<file path="config.mk">
export PLATFORM = sky130hd
export DESIGN_NAME = xadac_vload_flat
export DESIGN_NICKNAME = d
export VERILOG_FILES = /design/src/rtl/xadac_pkg.sv /design/src/rtl/xadac_if.sv /design/src/rtl/xadac_sb_pick.sv /design/src/rtl/xadac_vload.sv /design/src/flat_wrapper.sv
export SDC_FILE = /design/constraint.sdc
export NUM_CORES = 1
export LEC_CHECK = 0
export ABC_AREA = 1
export CORE_UTILIZATION = 47
export CTS_CLUSTER_SIZE = 10
export DETAILED_ROUTE_END_ITERATION = 12
export GPL_ROUTABILITY_DRIVEN = 0
export PLACE_DENSITY = 0.74
export SYNTH_ARGS = -nofsm -noshare
export SYNTH_HDL_FRONTEND = slang
export SYNTH_SLANG_ARGS = --single-unit
export TNS_END_PERCENT = 10
</file>
<file path="constraint.sdc">
create_clock -name clk -period 4.8 [get_ports clk]
set_input_delay 0.72 -clock clk [delete_from_list [all_inputs] [get_ports clk]]
set_output_delay 0.72 -clock clk [all_outputs]
set_load 0.05 [all_outputs]
</file>
<file path="src/rtl/xadac_pkg.sv">
// rtl/xadac_pkg.sv - shared sizing and channel payload types for the xadac port
package xadac_pkg;

  localparam int SbLen        = 4;
  localparam int IdWidth      = $clog2(SbLen);
  localparam int AddrWidth    = 32;
  localparam int InstrWidth   = 32;
  localparam int RegDataWidth = 32;
  localparam int VecDataWidth = 64;
  localparam int VecElemWidth = 8;
  localparam int VecNumElems  = VecDataWidth / VecElemWidth;
  localparam int VecLenWidth  = 4;
  localparam int NoRs         = 2;
  localparam int NoVs         = 3;

  typedef logic [IdWidth-1:0]      IdT;
  typedef logic [AddrWidth-1:0]    AddrT;
  typedef logic [InstrWidth-1:0]   InstrT;
  typedef logic [RegDataWidth-1:0] RegDataT;
  typedef logic [VecDataWidth-1:0] VecDataT;
  typedef logic [VecLenWidth-1:0]  VecLenT;

  typedef struct packed {
    IdT    id;
    InstrT instr;
  } DecReqT;

  typedef struct packed {
    IdT              id;
    logic [NoRs-1:0] rs_read;
    logic            rd_clobber;
    logic [NoVs-1:0] vs_read;
    logic            vd_clobber;
    logic            accept;
  } DecRspT;

  typedef struct packed {
    IdT                 id;
    InstrT              instr;
    RegDataT [NoRs-1:0] rs_data;
    VecDataT [NoVs-1:0] vs_data;
  } ExeReqT;

  typedef struct packed {
    IdT      id;
    RegDataT rd_data;
    VecDataT vd_data;
  } ExeRspT;

endpackage

</file>
<file path="src/rtl/xadac_if.sv">
// rtl/xadac_if.sv - core-to-accelerator decode/execute request and response channels
interface xadac_if;
  import xadac_pkg::*;

  logic   dec_req_valid;
  logic   dec_req_ready;
  DecReqT dec_req;
  logic   dec_rsp_valid;
  logic   dec_rsp_ready;
  DecRspT dec_rsp;
  logic   exe_req_valid;
  logic   exe_req_ready;
  ExeReqT exe_req;
  logic   exe_rsp_valid;
  logic   exe_rsp_ready;
  ExeRspT exe_rsp;

  modport slv (
    input  dec_req_valid, dec_req, dec_rsp_ready,
    input  exe_req_valid, exe_req, exe_rsp_ready,
    output dec_req_ready, dec_rsp_valid, dec_rsp,
    output exe_req_ready, exe_rsp_valid, exe_rsp
  );

  modport mst (
    output dec_req_valid, dec_req, dec_rsp_ready,
    output exe_req_valid, exe_req, exe_rsp_ready,
    input  dec_req_ready, dec_rsp_valid, dec_rsp,
    input  exe_req_ready, exe_rsp_valid, exe_rsp
  );

endinterface

</file>
<file path="src/rtl/xadac_sb_pick.sv">
// rtl/xadac_sb_pick.sv - lowest-index find-first over a scoreboard ready vector
module xadac_sb_pick #(
  parameter int N = 4
) (
  input  logic [N-1:0]                           i_req,
  output logic                                   o_valid,
  output logic [((N > 1) ? $clog2(N) : 1)-1:0]   o_idx
);

  localparam int IdxW = (N > 1) ? $clog2(N) : 1;

  // scan from the top so the lowest set bit wins
  always_comb begin
    o_valid = |i_req;
    o_idx   = '0;
    for (int i = N - 1; i >= 0; i--) begin
      if (i_req[i]) o_idx = IdxW'(i);
    end
  end

endmodule

</file>
<file path="src/rtl/xadac_vload.sv">
// rtl/xadac_vload.sv - vector load unit: xadac exe requests to AXI AR/R reads
module xadac_vload
  import xadac_pkg::*;
(
  input  logic    clk,
  input  logic    rstn,
  xadac_if.slv    slv,
  output IdT      axi_ar_id,
  output AddrT    axi_ar_addr,
  output logic    axi_ar_valid,
  input  logic    axi_ar_ready,
  input  IdT      axi_r_id,
  input  VecDataT axi_r_data,
  input  logic    axi_r_valid,
  output logic    axi_r_ready
);

  typedef logic [VecLenWidth-1:0] ilen_t;

  typedef struct packed {
    AddrT    addr;
    VecLenT  vlen;
    VecDataT data;
    logic    exe_req_done;
    logic    axi_ar_done;
    logic    axi_r_done;
    logic    exe_rsp_done;
  } sb_entry_t;

  // scoreboard state and its staged next-state views (exe -> ar -> r -> rsp -> clean)
  sb_entry_t r_sb       [SbLen];
  sb_entry_t w_sb_exe   [SbLen];
  sb_entry_t w_sb_ar    [SbLen];
  sb_entry_t w_sb_r     [SbLen];
  sb_entry_t w_sb_rsp   [SbLen];
  sb_entry_t w_sb_nxt   [SbLen];

  logic      r_ar_valid;
  IdT        r_ar_id;
  AddrT      r_ar_addr;
  logic      r_rsp_valid;
  ExeRspT    r_rsp;

  DecRspT    w_dec_rsp;
  IdT        w_exe_id;
  VecLenT    w_exe_vlen;
  logic      w_exe_ready;
  logic      w_exe_hs;

  logic [SbLen-1:0] w_ar_cand;
  logic      w_ar_found;
  IdT        w_ar_idx;
  logic      w_ar_free;
  logic      w_ar_load;

  logic      w_r_ready;
  VecLenT    w_r_vlen;
  VecDataT   w_r_data;

  logic [SbLen-1:0] w_rsp_cand;
  logic      w_rsp_found;
  IdT        w_rsp_idx;
  logic      w_rsp_free;
  logic      w_rsp_load;
  ExeRspT    w_rsp_pay;

  logic      w_unused;

  // decode answers immediately: reads rs0 only and always writes vd
  always_comb begin
    w_dec_rsp            = '0;
    w_dec_rsp.id         = slv.dec_req.id;
    w_dec_rsp.rs_read    = 2'b01;
    w_dec_rsp.vd_clobber = 1'b1;
    w_dec_rsp.accept     = 1'b1;
  end

  assign slv.dec_rsp_valid = slv.dec_req_valid;
  assign slv.dec_req_ready = slv.dec_req_valid && slv.dec_rsp_ready;
  assign slv.dec_rsp       = w_dec_rsp;

  assign w_exe_id       = slv.exe_req.id;
  assign w_exe_vlen     = slv.exe_req.instr[25 +: VecLenWidth];
  assign w_exe_ready    = slv.exe_req_valid && !r_sb[w_exe_id].exe_req_done;
  assign w_exe_hs       = slv.exe_req_valid && w_exe_ready;
  assign slv.exe_req_ready = w_exe_ready;

  // capture a new request; zero-length loads complete without touching AXI
  always_comb begin
    w_sb_exe = r_sb;
    if (w_exe_hs) begin
      w_sb_exe[w_exe_id].addr         = slv.exe_req.rs_data[0];
      w_sb_exe[w_exe_id].vlen         = w_exe_vlen;
      w_sb_exe[w_exe_id].exe_req_done = 1'b1;
      if (w_exe_vlen == '0) begin
        w_sb_exe[w_exe_id].axi_ar_done = 1'b1;
        w_sb_exe[w_exe_id].axi_r_done  = 1'b1;
        w_sb_exe[w_exe_id].data        = '0;
      end
    end
  end

  // entries still waiting for their AR, including one accepted this cycle
  always_comb begin
    w_ar_cand = '0;
    for (int i = 0; i < SbLen; i++) begin
      w_ar_cand[i] = w_sb_exe[i].exe_req_done && !w_sb_exe[i].axi_ar_done;
    end
  end

  xadac_sb_pick #(.N(SbLen)) u_ar_pick (
    .i_req   (w_ar_cand),
    .o_valid (w_ar_found),
    .o_idx   (w_ar_idx)
  );

  assign w_ar_free = !r_ar_valid || axi_ar_ready;
  assign w_ar_load = w_ar_free && w_ar_found;

  // mark the picked entry as issued when it moves into the AR register
  always_comb begin
    w_sb_ar = w_sb_exe;
    if (w_ar_load) w_sb_ar[w_ar_idx].axi_ar_done = 1'b1;
  end

  // only beats for an issued, not yet returned id are taken; anything else is refused
  assign w_r_ready   = axi_r_valid && r_sb[axi_r_id].axi_ar_done && !r_sb[axi_r_id].axi_r_done;
  assign axi_r_ready = w_r_ready;
  assign w_r_vlen    = r_sb[axi_r_id].vlen;

  // zero every element at or beyond the instruction's vector length
  always_comb begin
    w_r_data = '0;
    for (int i = 0; i < VecNumElems; i++) begin
      if (ilen_t'(i) < w_r_vlen) begin
        w_r_data[i*VecElemWidth +: VecElemWidth] = axi_r_data[i*VecElemWidth +: VecElemWidth];
      end
    end
  end

  // store the returned vector
  always_comb begin
    w_sb_r = w_sb_ar;
    if (w_r_ready) begin
      w_sb_r[axi_r_id].data       = w_r_data;
      w_sb_r[axi_r_id].axi_r_done = 1'b1;
    end
  end

  // entries with data ready to be returned, including one accepted this cycle
  always_comb begin
    w_rsp_cand = '0;
    for (int i = 0; i < SbLen; i++) begin
      w_rsp_cand[i] = w_sb_r[i].axi_r_done && !w_sb_r[i].exe_rsp_done;
    end
  end

  xadac_sb_pick #(.N(SbLen)) u_rsp_pick (
    .i_req   (w_rsp_cand),
    .o_valid (w_rsp_found),
    .o_idx   (w_rsp_idx)
  );

  assign w_rsp_free = !r_rsp_valid || slv.exe_rsp_ready;
  assign w_rsp_load = w_rsp_free && w_rsp_found;

  // response payload built from the picked entry
  always_comb begin
    w_rsp_pay         = '0;
    w_rsp_pay.id      = w_rsp_idx;
    w_rsp_pay.vd_data = w_sb_r[w_rsp_idx].data;
  end

  // mark returned, then free any entry whose life cycle is complete
  always_comb begin
    w_sb_rsp = w_sb_r;
    if (w_rsp_load) w_sb_rsp[w_rsp_idx].exe_rsp_done = 1'b1;
    for (int i = 0; i < SbLen; i++) begin
      if (w_sb_rsp[i].exe_req_done && w_sb_rsp[i].axi_ar_done &&
          w_sb_rsp[i].axi_r_done && w_sb_rsp[i].exe_rsp_done) begin
        w_sb_nxt[i] = '0;
      end else begin
        w_sb_nxt[i] = w_sb_rsp[i];
      end
    end
  end

  // scoreboard register
  always_ff @(posedge clk or negedge rstn) begin
    if (!rstn) begin
      for (int i = 0; i < SbLen; i++) r_sb[i] <= '0;
    end else begin
      r_sb <= w_sb_nxt;
    end
  end

  // AR output register: refills in the same cycle it drains
  always_ff @(posedge clk or negedge rstn) begin
    if (!rstn) begin
      r_ar_valid <= 1'b0;
      r_ar_id    <= '0;
      r_ar_addr  <= '0;
    end else if (w_ar_free) begin
      r_ar_valid <= w_ar_found;
      r_ar_id    <= w_ar_found ? w_ar_idx : '0;
      r_ar_addr  <= w_ar_found ? w_sb_exe[w_ar_idx].addr : '0;
    end
  end

  // exe response output register: refills in the same cycle it drains
  always_ff @(posedge clk or negedge rstn) begin
    if (!rstn) begin
      r_rsp_valid <= 1'b0;
      r_rsp       <= '0;
    end else if (w_rsp_free) begin
      r_rsp_valid <= w_rsp_found;
      r_rsp       <= w_rsp_found ? w_rsp_pay : '0;
    end
  end

  assign axi_ar_valid      = r_ar_valid;
  assign axi_ar_id         = r_ar_id;
  assign axi_ar_addr       = r_ar_addr;
  assign slv.exe_rsp_valid = r_rsp_valid;
  assign slv.exe_rsp       = r_rsp;

  // request fields this unit has no use for
  assign w_unused = ^{slv.dec_req.instr, slv.exe_req.instr, slv.exe_req.rs_data[1], slv.exe_req.vs_data};

endmodule

</file>
<file path="src/flat_wrapper.sv">
// flat-port wrapper written by rule: the top's interface ports become plain ports
module xadac_vload_flat import xadac_pkg::*;
  (clk, rstn, axi_ar_id, axi_ar_addr, axi_ar_valid, axi_ar_ready, axi_r_id, axi_r_data, axi_r_valid, axi_r_ready, slv_dec_req_valid, slv_dec_req, slv_dec_rsp_ready, slv_exe_req_valid, slv_exe_req, slv_exe_rsp_ready, slv_dec_req_ready, slv_dec_rsp_valid, slv_dec_rsp, slv_exe_req_ready, slv_exe_rsp_valid, slv_exe_rsp);
  xadac_if slv_i ();
  input  logic clk;
  input  logic rstn;
  output IdT axi_ar_id;
  output AddrT axi_ar_addr;
  output logic axi_ar_valid;
  input  logic axi_ar_ready;
  input  IdT axi_r_id;
  input  VecDataT axi_r_data;
  input  logic axi_r_valid;
  output logic axi_r_ready;
  input wire logic [$bits(slv_i.dec_req_valid)-1:0] slv_dec_req_valid;
  input wire logic [$bits(slv_i.dec_req)-1:0] slv_dec_req;
  input wire logic [$bits(slv_i.dec_rsp_ready)-1:0] slv_dec_rsp_ready;
  input wire logic [$bits(slv_i.exe_req_valid)-1:0] slv_exe_req_valid;
  input wire logic [$bits(slv_i.exe_req)-1:0] slv_exe_req;
  input wire logic [$bits(slv_i.exe_rsp_ready)-1:0] slv_exe_rsp_ready;
  output wire logic [$bits(slv_i.dec_req_ready)-1:0] slv_dec_req_ready;
  output wire logic [$bits(slv_i.dec_rsp_valid)-1:0] slv_dec_rsp_valid;
  output wire logic [$bits(slv_i.dec_rsp)-1:0] slv_dec_rsp;
  output wire logic [$bits(slv_i.exe_req_ready)-1:0] slv_exe_req_ready;
  output wire logic [$bits(slv_i.exe_rsp_valid)-1:0] slv_exe_rsp_valid;
  output wire logic [$bits(slv_i.exe_rsp)-1:0] slv_exe_rsp;
  assign slv_i.dec_req_valid = slv_dec_req_valid;
  assign slv_i.dec_req = slv_dec_req;
  assign slv_i.dec_rsp_ready = slv_dec_rsp_ready;
  assign slv_i.exe_req_valid = slv_exe_req_valid;
  assign slv_i.exe_req = slv_exe_req;
  assign slv_i.exe_rsp_ready = slv_exe_rsp_ready;
  assign slv_dec_req_ready = slv_i.dec_req_ready;
  assign slv_dec_rsp_valid = slv_i.dec_rsp_valid;
  assign slv_dec_rsp = slv_i.dec_rsp;
  assign slv_exe_req_ready = slv_i.exe_req_ready;
  assign slv_exe_rsp_valid = slv_i.exe_rsp_valid;
  assign slv_exe_rsp = slv_i.exe_rsp;
  xadac_vload u_core (.clk(clk), .rstn(rstn), .slv(slv_i), .axi_ar_id(axi_ar_id), .axi_ar_addr(axi_ar_addr), .axi_ar_valid(axi_ar_valid), .axi_ar_ready(axi_ar_ready), .axi_r_id(axi_r_id), .axi_r_data(axi_r_data), .axi_r_valid(axi_r_valid), .axi_r_ready(axi_r_ready));
endmodule
</file>
After elaboration in Yosys (flattened, before gate mapping)
Cells that the tools add are included. W data, S select, Z words.

Register bits after elaboration: 550. Bits of input ports: 398. Output and inout port bits: 148. Word-level logic and storage cells: 173.

Magnitude comparators: 16. Mux-type cells: 70. Bitwise logic cells: 4. Reduce and logical (&&, ||, !) cells: 48.

Operators by type and width (count): $bwmux W416 (10); $demux W104 S2 (10); $mux W416 (5); $bmux W104 S2 (4); $mux W104 (7); $mux W68 (4); $mux W72 (3); $mux W98 (1); $mux W8 (8); $mux W32 (1); $logic_and A1 B1 Y1 (31); $mux W2 (11); $lt A3 B4 Y1 const A (4); $ge A3 B3 Y1 const B (4); $logic_not A1 Y1 (12); $lt A3 B1 Y1 const B (4); $mux W4 (3); $not A2 Y3 (4); $lt A1 B4 Y1 const A (2); $lt A2 B4 Y1 const A (2); $reduce_or A4 Y1 (2); $mux W3 (2); $logic_not A4 Y1 (1); $logic_or A1 B1 Y1 (2); $mux W1 (1).

Depth between registers and ports, before layout
Gate-level depths: netlist (run 1).

Depth in word-level cells: 46. Depth in mapped cells: 19. Mapped depth without buffers: 16.

Modules after synthesis
From an unflattened synthesis (run 1), not the netlist that was laid out.

Cells, all modules: 4376. Area, all modules: 29404.5 um^2.

By module, submodules not included: xadac_vload (instances 1, cells each 4358, area each 29311.9 um^2, sequential area each 12962.4 um^2); xadac_sb_pick (instances 2, cells each 9, area each 46.3 um^2, sequential area each 0.0 um^2).

Least setup slack after synthesis (run 1)
No wires, ideal clock.

Kind: input -> register. Start point: in slv_exe_req[289]. End point: reg u_core.r_sb[60] in the netlist's numbering. Setup time: 0.112 ns. Arrival time: 2.702 ns. Required time: 4.688 ns. Path slack: 1.986 ns. Cell stages on the path: 15. Path buffers: 3. Cells stage by stage: buf_4 -> nand3_1 -> nand3_1 -> nor2_4 -> nand2_1 -> nand3_2 -> nand2_1 -> nor2_2 -> nand2_1 -> o21bai_1 -> nand3_1 -> buf_4 -> buf_4 -> nand2_1 -> inv_2.

RTL lines: from (decl) (line flat_wrapper.sv:19) `input wire logic [$bits(slv_i.exe_req)-1:0] slv_exe_req;`; to (signal assigned) (line xadac_vload.sv:193) `r_sb <= w_sb_nxt;`; to (decl) (line xadac_vload.sv:31) `sb_entry_t r_sb [SbLen];`.

Final worst setup path (run 1)
Start point: in axi_r_id[0]. End point: out axi_r_ready.

Word-level cells in the longest chain between the ends: 6. Elaborated cells on any way between the ends: 7. Those cells by class: mux (3); bitwise (1); reduce/logical (3).

RTL lines: from (decl) (line flat_wrapper.sv:11) `input IdT axi_r_id;`; $not A2 Y3 (not written as such) * (line xadac_vload.sv:127) `assign w_r_ready = axi_r_valid && r_sb[axi_r_id].axi_ar_done && !r_sb[axi_r_id].axi_r_done;`; $bmux W104 S2 * (line xadac_vload.sv:127); $mux W72 (not written as such) * (2 in a row) (line xadac_vload.sv:127); $logic_and A1 B1 Y1 / $logic_not A1 Y1 (equally long branches) (line xadac_vload.sv:127); $logic_and A1 B1 Y1 * (line xadac_vload.sv:127); to (decl) (line flat_wrapper.sv:14) `output logic axi_r_ready;`.

Every way passes the cells marked *; elsewhere a longest branch is shown, timed or not. The select of a mux whose other input is x is not followed.

==> impl_metrics.yaml, run 1 <==
sta:
  skew_ns: 0.0424
  max_freq_mhz: 258
  finalSetupTns_ns: 0
  fin_ws_ns: 0.930
  slew_headroom_pct: 35.9
  setup_viol: 0
  fin_crit_ns: 3.87
  hold_violations: 0
  slew_violations: 0
  tightest_slew_ns: 0.961
  rsz0062_at_grt: "false"
  period_share_pct: 80.6
place:
  port_buffers: 217
  dp_hpwl_um: 43200
  post-place-ws_ns: 0.705
  placed_area_um2: 28900
power:
  power.density_nw_per_um2: 707
  power.leakage_nw: 16.6
  total_power_mw: 21.6
  ir_drop_uv: 506
clock_tree:
  cts_buffer_depth: 3
  clk_latency_ns: 0.65
  htree_num_levels: 2
  cts_setup_buffers: 0
  cts-buffers-inserted: 60
  cts_root_buf: "clkbuf_16"
  cts_tree: "built"
  cts_resized: 0
  hold_buffers: 0
  cts_num_sinks: 518
  path_clk_slew_ns: 0.05
global_routing:
  grt_pass1_wl_um: 118000
  grtUsageTotal_pct: 26.2
  gr-total-overflow: 0
  grt_pass1_vias: 21608
  grt_max_degree: 116
  antenna_found_initial: 2
die:
  die_y_um: 239
  die-width_um: 239
  core-area_um2: 55200
  dieArea_um2: 57000
  start_util_pct: 47.7
  io_pins: 546
  rows: 86
cells_and_area:
  stdcell_area_um2: 30600
  nets: 3913
  syn_to_final_growth_pct: 16.1
  post_route_cells_drive_above_1_share_pct: 9.74
synthesis:
  synth_cells: 3406
  ys_types: 38
  ys_seq_elements: 518
  synth_area_per_cell_um2: 7.73
  yosysSeqAreaShare_pct: 49.2
  yosysTopAreaCell: "dfrtp_1"
  synth.area.top_cells: "dfrtp_1, nand2_1, nand3_1"
  synthesis.area_um2: 26300
  ys.flop_type: "dfrtp_1"
  yosysWarningCount: 0
  synth_top_area_share_pct: 49.2
  postSynth.asyncResetShare_pct: 100
  synth-edff-count: 0
critical_path:
  path_class: "in2out"
  path_max_fanout: 8
  worstPathRequired_ns: 4.08
  path_cells: "clkdlybuf4s50_1 -> inv_1 -> nand3_1 -> nand3_1 -> nor2_8 -> nand2_1 -> inv_1 -> clkdlybuf4s50_1"
  slowest_stage: "clkdlybuf4s50_1"
  start_kind: "input pin"
  endpoint_kind: "output port"
  cp_slowest_stage_delay_ns: 0.83
  cp.arrival_ns: 3.15
drt:
  vias: 22648
  first_pass_iters: 5
  ant_nets: 0
  drt_iter0_drc: 1725
  vias_per_cell: 5.29
  drc: 0
  wl_per_cell_um: 17.4
  wl_um: 74600
run:
  drv_cap: 0
status:
  outcome: "completed"
min_path:
  hold_class: "in2async"
==> critical path: cells and delay by family <==
kind | cells | cell delay [ns]
AND/OR/NAND/NOR | 4 | 0.55
buffers and inverters | 4 | 1.87
==> report_power, final <==
group          total (mW)  leakage (nW)  internal (mW)  switching [mW]
registers            6.51          6.90           5.95           0.567
clock network        4.13         0.831           2.34            1.79
logic                11.0          8.82           3.38            7.59
==> stage by stage <==
step / utilization [%] / hold slack (ns) / instances
after floorplan: - / 0.424 / 3444
after global placement: 52.3 / 0.464 / 4201
after detailed placement: 52.3 / 0.465 / 4201
after CTS: 55.4 / 0.223 / 4280
after global routing: 55.4 / 0.241 / 4281
final: 55.4 / 0.187 / 4281
==> routing by layer <==
| metal | global-route usage, % | vias to the layer above | share of wire, % |
|---|---|---|---|
| met4 | 8.88 | 2 | 2.4 |
| met2 | 41.7 | 956 | 46 |
| met3 | 4.69 | 122 | 8.0 |
| met1 | 36.0 | 10690 | 43 |
| met5 | 0 | - | 0.017 |
| li1 | - | 10878 | - |
==> cells in the mapped netlist, types with 39 or more instances <==
cell / number
nand2_1: 839
dfrtp_1: 518
nand3_1: 307
inv_1: 294
nor2_1: 282
a21oi_1: 271
o21ai_0: 178
inv_2: 163
clkbuf_1: 102
buf_4: 70
mux2i_1: 66
buf_2: 55
a31oi_1: 53
o21a_1: 47
o21ai_1: 39
==> sequential cells by signal, summed over array words and instances, names as in the netlist <==
name and flops:
u_core.axi_ar_id 2, u_core.slv.exe_rsp 66, u_core.r_sb 416, u_core.slv.exe_rsp_valid 1, u_core.axi_ar_addr 32, u_core.axi_ar_valid 1
==> cells in the final DEF (no fill, tap or decap), drive strengths merged, types with 40 or more instances in the layout <==
cell type and n:
nor2 296, dfrtp 518, nand3 318, mux2i 66
o21ai 222, buf 55, a31oi 53, clkdlybuf4s50 216
a21oi 272, clkbuf 71, conb 40, inv 457
nand2 848, o21a 47
==> worst paths after layout <==
check | from | end | slack (ns) | cells after the start
worst max-delay path | axi_r_id[0] | axi_r_ready | 0.93 | 8
worst min-delay path | rstn | u_core.slv.exe_rsp[3]$_DFFE_PN0P_ | 0.19 | 1
worst max register to register | u_core.r_sb[2]$_DFF_PN0_ | u_core.slv.exe_rsp[45]$_DFFE_PN0P_ | 1.80 | 12
worst min register to register | u_core.slv.exe_rsp[63]$_DFFE_PN0P_ | u_core.slv.exe_rsp[63]$_DFFE_PN0P_ | 0.47 | 2
max in group asynchronous | rstn | u_core.slv.exe_rsp[57]$_DFFE_PN0P_ | 3.51 | 2
min in group clk | u_core.slv.exe_rsp[63]$_DFFE_PN0P_ | u_core.slv.exe_rsp[63]$_DFFE_PN0P_ | 0.47 | 2
==> cells by family after synthesis <==
logic type,share of synthesized area [%]
buffers and inverters,12.0
AO/OA/AOI/OAI,12.7
flip-flops,49.2
AND/OR/NAND/NOR,23.6
other,0.0285
multiplexers,2.51
==> cell type report <==
cell class / count / area, um^2
Antenna cell: 1 / 2.50
Clock buffer: 71 / 1570
Clock inverter: 8 / 143
Fill cell: 5114 / 24600
Inverter: 457 / 1720
Multi-Input combinational cell: 2207 / 10500
Sequential cell: 518 / 13000
Tap cell: 748 / 936
Timing Repair Buffer: 271 / 2800
Power figures use the tool's default switching activity.
==> inputs of run 2 (changes only) <==
==> constraint.sdc (replaced) <==
create_clock -name clk -period 3.9 [get_ports clk]
set_input_delay 0.585 -clock clk [delete_from_list [all_inputs] [get_ports clk]]
set_output_delay 0.585 -clock clk [all_outputs]
set_load 0.05 [all_outputs]
==> impl_metrics.yaml, run 2 (synthesis results as in run 1) <==
status:
  outcome: "completed"
global_routing:
  grt_pass1_vias: 21670
  grt_pass1_wl_um: 119000
  grtUsageTotal_pct: 26.7
  gr-total-overflow: 0
  grt_max_degree: 114
  antenna_found_initial: 0
critical_path:
  path_max_fanout: 23
  endpoint_kind: "register"
  path_class: "in2reg"
  worstPathRequired_ns: 4.39
  start_kind: "input pin"
  cp.arrival_ns: 3.73
place:
  post-place-cells: 4235
  dp_hpwl_um: 44000
  post-place-ws_ns: 0.0616
  port_buffers: 217
  placed_area_um2: 29300
cells_and_area:
  register_area_um2: 13000
  stdcell_area_um2: 30900
  final_common_cell: "nand2_1"
  syn_to_final_growth_pct: 17.3
  multi_input_area_um2: 10500
  largest_register_ffs: 416
  num_antenna_cells: 0
  nets: 3947
  post_route_cells_drive_above_1_share_pct: 10.5
  final_core_util_pct: 56.0
  top_register: "u_core.r_sb"
  final_cell_mix: "nand2_1, dfrtp_1, nand3_1"
  fill_cells: 5100
  stdcell_count: 4312
clock_tree:
  cts_setup_buffers: 0
  clk_latency_ns: 0.64
  cts_num_sinks: 518
  cts_resized: 0
  cts_buffer_depth: 3
  htree_num_levels: 2
  cts_root_buf: "clkbuf_16"
  cts_tree: "built"
  hold_buffers: 1
  path_clk_slew_ns: 0.05
  cts-buffers-inserted: 59
drt:
  vias: 22959
  ant_nets: 0
  vias_per_cell: 5.32
  wl_per_cell_um: 17.6
  wl_um: 76100
  drt_iter0_drc: 2127
  first_pass_iters: 6
  drc: 0
power:
  power_frac_comb_pct: 51.7
  netSwitchingFraction_pct: 45.9
  power_frac_clock_pct: 18.3
  p_int_mw: 14.5
  ir_drop_uv: 746
  total_power_mw: 26.8
  power.leakage_nw: 16.7
  p_sw_mw: 12.3
  power.density_nw_per_um2: 866
  p_seq_share_pct: 30.0
die:
  die-width_um: 239
  dieArea_um2: 57000
  die_y_um: 239
  start_util_pct: 47.7
  io_pins: 546
  rows: 86
  core-area_um2: 55200
sta:
  skew_ns: 0.0365
  period_share_pct: 83.0
  finalSetupTns_ns: 0
  slew_violations: 0
  slew_headroom_pct: 28.4
  hold_slack_ns: 0.475
  rsz0062_at_grt: "false"
  fin_crit_ns: 3.24
  fin_ws_ns: 0.663
  hold_violations: 0
  tightest_slew_ns: 1.07
  max_freq_mhz: 309
  setup_viol: 0
min_path:
  hold_class: "reg2reg"
run:
  drv_cap: 0
run 2: worst paths after layout:
check / slack, ns / start / cells after the start / end
setup / recovery: 0.66 / slv_exe_req[288] / 16 / u_core.r_sb[111]$_DFF_PN0_
hold / removal: 0.47 / u_core.slv.exe_rsp[16]$_DFFE_PN0P_ / 2 / u_core.slv.exe_rsp[16]$_DFFE_PN0P_
setup reg to reg: 0.99 / u_core.r_sb[2]$_DFF_PN0_ / 12 / u_core.slv.exe_rsp[31]$_DFFE_PN0P_
hold reg to reg: 0.47 / u_core.slv.exe_rsp[16]$_DFFE_PN0P_ / 2 / u_core.slv.exe_rsp[16]$_DFFE_PN0P_
max in group asynchronous: 2.20 / rstn / 4 / u_core.r_sb[57]$_DFF_PN0_
min in group asynchronous: 0.56 / rstn / 2 / u_core.slv.exe_rsp[4]$_DFFE_PN0P_
run 2: area by class of cell:
cell class	instances	area share, %
Clock buffer	71	4.99
Clock inverter	5	0.263
Inverter	457	5.55
Multi-Input combinational cell	2207	33.9
Sequential cell	518	42.0
Tap cell	748	3.03
Timing Repair Buffer	306	10.3
run 2: power groups by stage:
stage / clock network, mW / registers (mW) / logic (mW)
detailed placement: 0 / 8.09 / 13.7
global placement: 0 / 8.02 / 13.5
global route: 5.19 / 8.19 / 15.2
CTS: 4.99 / 8.01 / 13.7
finish: 4.90 / 8.02 / 13.8
floorplan: 0 / 9.37 / 8.13
run 2: worst max-delay path, cell delays in order:
cell and delay [ns]:
clkdlybuf4s50_1 0.61, inv_2 0.19, nand2_1 0.11, nor2_2 0.13, nor2_4 0.07, nand2_2 0.11
nand2_1 0.10, nand3_2 0.11, nand2_1 0.08, nor2_2 0.12, nand2_1 0.08, nor2_1 0.19
o21ai_1 0.13, nor2_4 0.71, buf_4 0.33, nor2_1 0.07
run 2: layer usage:
metal / share of wire [%] / GRT usage [%] / vias to the layer above
met5: 0 / 0 / -
met1: 44 / 37.4 / 10876
met4: 2.6 / 8.53 / 0
met3: 7.8 / 4.16 / 140
li1: - / - / 10928
met2: 46 / 42.4 / 1015
==> inputs of run 3 (changes only) <==
--- a/config.mk
+++ b/config.mk
@@ -10,7 +10,7 @@
 export CTS_CLUSTER_SIZE = 10
 export DETAILED_ROUTE_END_ITERATION = 12
 export GPL_ROUTABILITY_DRIVEN = 0
-export PLACE_DENSITY = 0.74
+export PLACE_DENSITY = 0.77
 export SYNTH_ARGS = -nofsm -noshare
 export SYNTH_HDL_FRONTEND = slang
 export SYNTH_SLANG_ARGS = --single-unit
==> constraint.sdc (replaced) <==
create_clock -name clk -period 2.8 [get_ports clk]
set_input_delay 0.42 -clock clk [delete_from_list [all_inputs] [get_ports clk]]
set_output_delay 0.42 -clock clk [all_outputs]
set_load 0.05 [all_outputs]
==> impl_metrics.yaml, run 3 (synthesis results as in run 1) <==
status:
  outcome: "completed"
drt:
  ant_nets: 0
  wl_per_cell_um: 17.6
  first_pass_iters: 6
  vias_per_cell: 5.32
  drt_iter0_drc: 2134
  drc: 0
  wl_um: 80300
  vias: 24346
cells_and_area:
  syn_to_final_growth_pct: 27.0
  largest_register_ffs: 416
  fill_cells: 4693
  stdcell_area_um2: 33400
  final_common_cell: "nand2_1"
  post_route_cells_drive_above_1_share_pct: 16.6
  top_register: "u_core.r_sb"
  nets: 4205
  final_cell_mix: "nand2_1, dfrtp_1, nand3_1"
critical_path:
  path_class: "in2reg"
  critPathLaunch: "slv_exe_req[282]"
  endpoint_kind: "register"
  cp.arrival_ns: 3.12
  r2r-start: "u_core.r_sb[3]$_DFF_PN0_"
  worstPathRequired_ns: 3.32
  regToRegSetupSlack_ns: 0.26
  start_kind: "input pin"
  path_max_fanout: 17
clock_tree:
  cts_root_buf: "clkbuf_16"
  hold_buffers: 1
  clk_latency_ns: 0.66
  cts_setup_buffers: 0
  path_clk_slew_ns: 0.05
  htree_num_levels: 2
  cts_num_sinks: 518
  cts_resized: 0
  cts-buffers-inserted: 59
  cts_tree: "built"
  cts_buffer_depth: 3
place:
  port_buffers: 217
  dp_hpwl_um: 49600
  placed_area_um2: 31700
  post-place-ws_ns: -0.375
sta:
  hold_violations: 0
  tightest_slew_ns: 0.788
  fin_crit_ns: 2.60
  skew_ns: 0.0525
  fin_ws_ns: 0.196
  period_share_pct: 93.0
  max_freq_mhz: 384
  finalSetupTns_ns: 0
  slew_violations: 0
  rsz0062_at_grt: "false"
  setup_viol: 0
  slew_headroom_pct: 47.4
global_routing:
  antenna_found_initial: 2
  grt_pass1_vias: 23724
  grt_max_degree: 99
  grt_pass1_wl_um: 127000
  gr-total-overflow: 0
  grtUsageTotal_pct: 28.2
die:
  io_pins: 546
  die_y_um: 239
  dieArea_um2: 57000
  rows: 86
  core-area_um2: 55200
  die-width_um: 239
  start_util_pct: 47.7
power:
  total_power_mw: 40.4
  ir_drop_uv: 789
  power.leakage_nw: 18.2
  power.density_nw_per_um2: 1210
run:
  drv_cap: 0
min_path:
  hold_class: "in2async"
[run 3: changes by cell type in the layout (fill, tap and decap cells not counted)]
cell	previous run	this run
buf_4	62	276
buf_12	28	72
diode_2	0	3
bufinv_16	0	1
clkbuf_1	10	9
clkbuf_8	2	3
clkinv_16	2	3
clkinvlp_4	1	0
inv_6	1	0
[run 3: routing by layer]
| layer | GRT usage, % | vias to the layer above | part of all wire (%) |
|---|---|---|---|
| met2 | 45.2 | 1094 | 47 |
| li1 | - | 11442 | - |
| met1 | 37.8 | 11643 | 42 |
| met5 | 0 | - | 0 |
| met3 | 5.44 | 167 | 8.5 |
| met4 | 10.6 | 0 | 3.1 |
[run 3: path summary, 6_finish.rpt]
| path | endpoint | depth (start not counted) |
|---|---|---|
| max | u_core.slv.exe_rsp[15]$_DFFE_PN0P_ | 16 |
| min | u_core.r_sb[15]$_DFF_PN0_ | 2 |
| max reg2reg | u_core.r_sb[116]$_DFF_PN0_ | 13 |
| min reg2reg | u_core.axi_ar_addr[9]$_DFFE_PN0P_ | 2 |
| max in group asynchronous | u_core.r_sb[186]$_DFF_PN0_ | 3 |
| min in group clk | u_core.axi_ar_addr[25]$_DFFE_PN0P_ | 4 |
[run 3: metrics by stage]
stage                     util (%)  cells  hold slack, ns
after floorplan                  -   3444           0.124
after global placement        57.5   4493           0.402
after detailed placement      57.5   4493           0.407
after CTS                     60.6   4570           0.320
after global routing          60.6   4572           0.353
final                         60.6   4573           0.320
[run 3: cell type report]
class / instances / area, um^2 / share of cell area [%]
inverter: 457 / 1720 / 5.13
clock buffer: 71 / 1550 / 4.64
timing repair buffer: 564 / 5680 / 17.0
antenna: 3 / 7.51 / 0.0225
tap: 748 / 936 / 2.80
sequential: 518 / 13000 / 38.8
clock inverter: 5 / 125 / 0.374
multi-input combinational: 2207 / 10500 / 31.3
[run 3: power breakdown]
group / switching, mW / total, mW / internal (mW)
Sequential: 1.08 / 11.3 / 10.2
Clock: 3.04 / 6.99 / 3.95
Combinational: 13.7 / 22.1 / 8.39
Total: 17.8 / 40.4 / 22.5
[run 3: critical path, stage by stage]
cell	delay (ns)
clkdlybuf4s50_1	0.51
nor2_1	0.14
nand2_1	0.23
nor3_1	0.26
nand2_2	0.10
buf_4	0.16
nand3_2	0.08
nand2_1	0.10
nand2_1	0.15
nand2_1	0.07
nand2_1	0.11
and2_2	0.30
buf_12	0.21
nand2_1	0.07
nand3_1	0.12
nand2_1	0.07
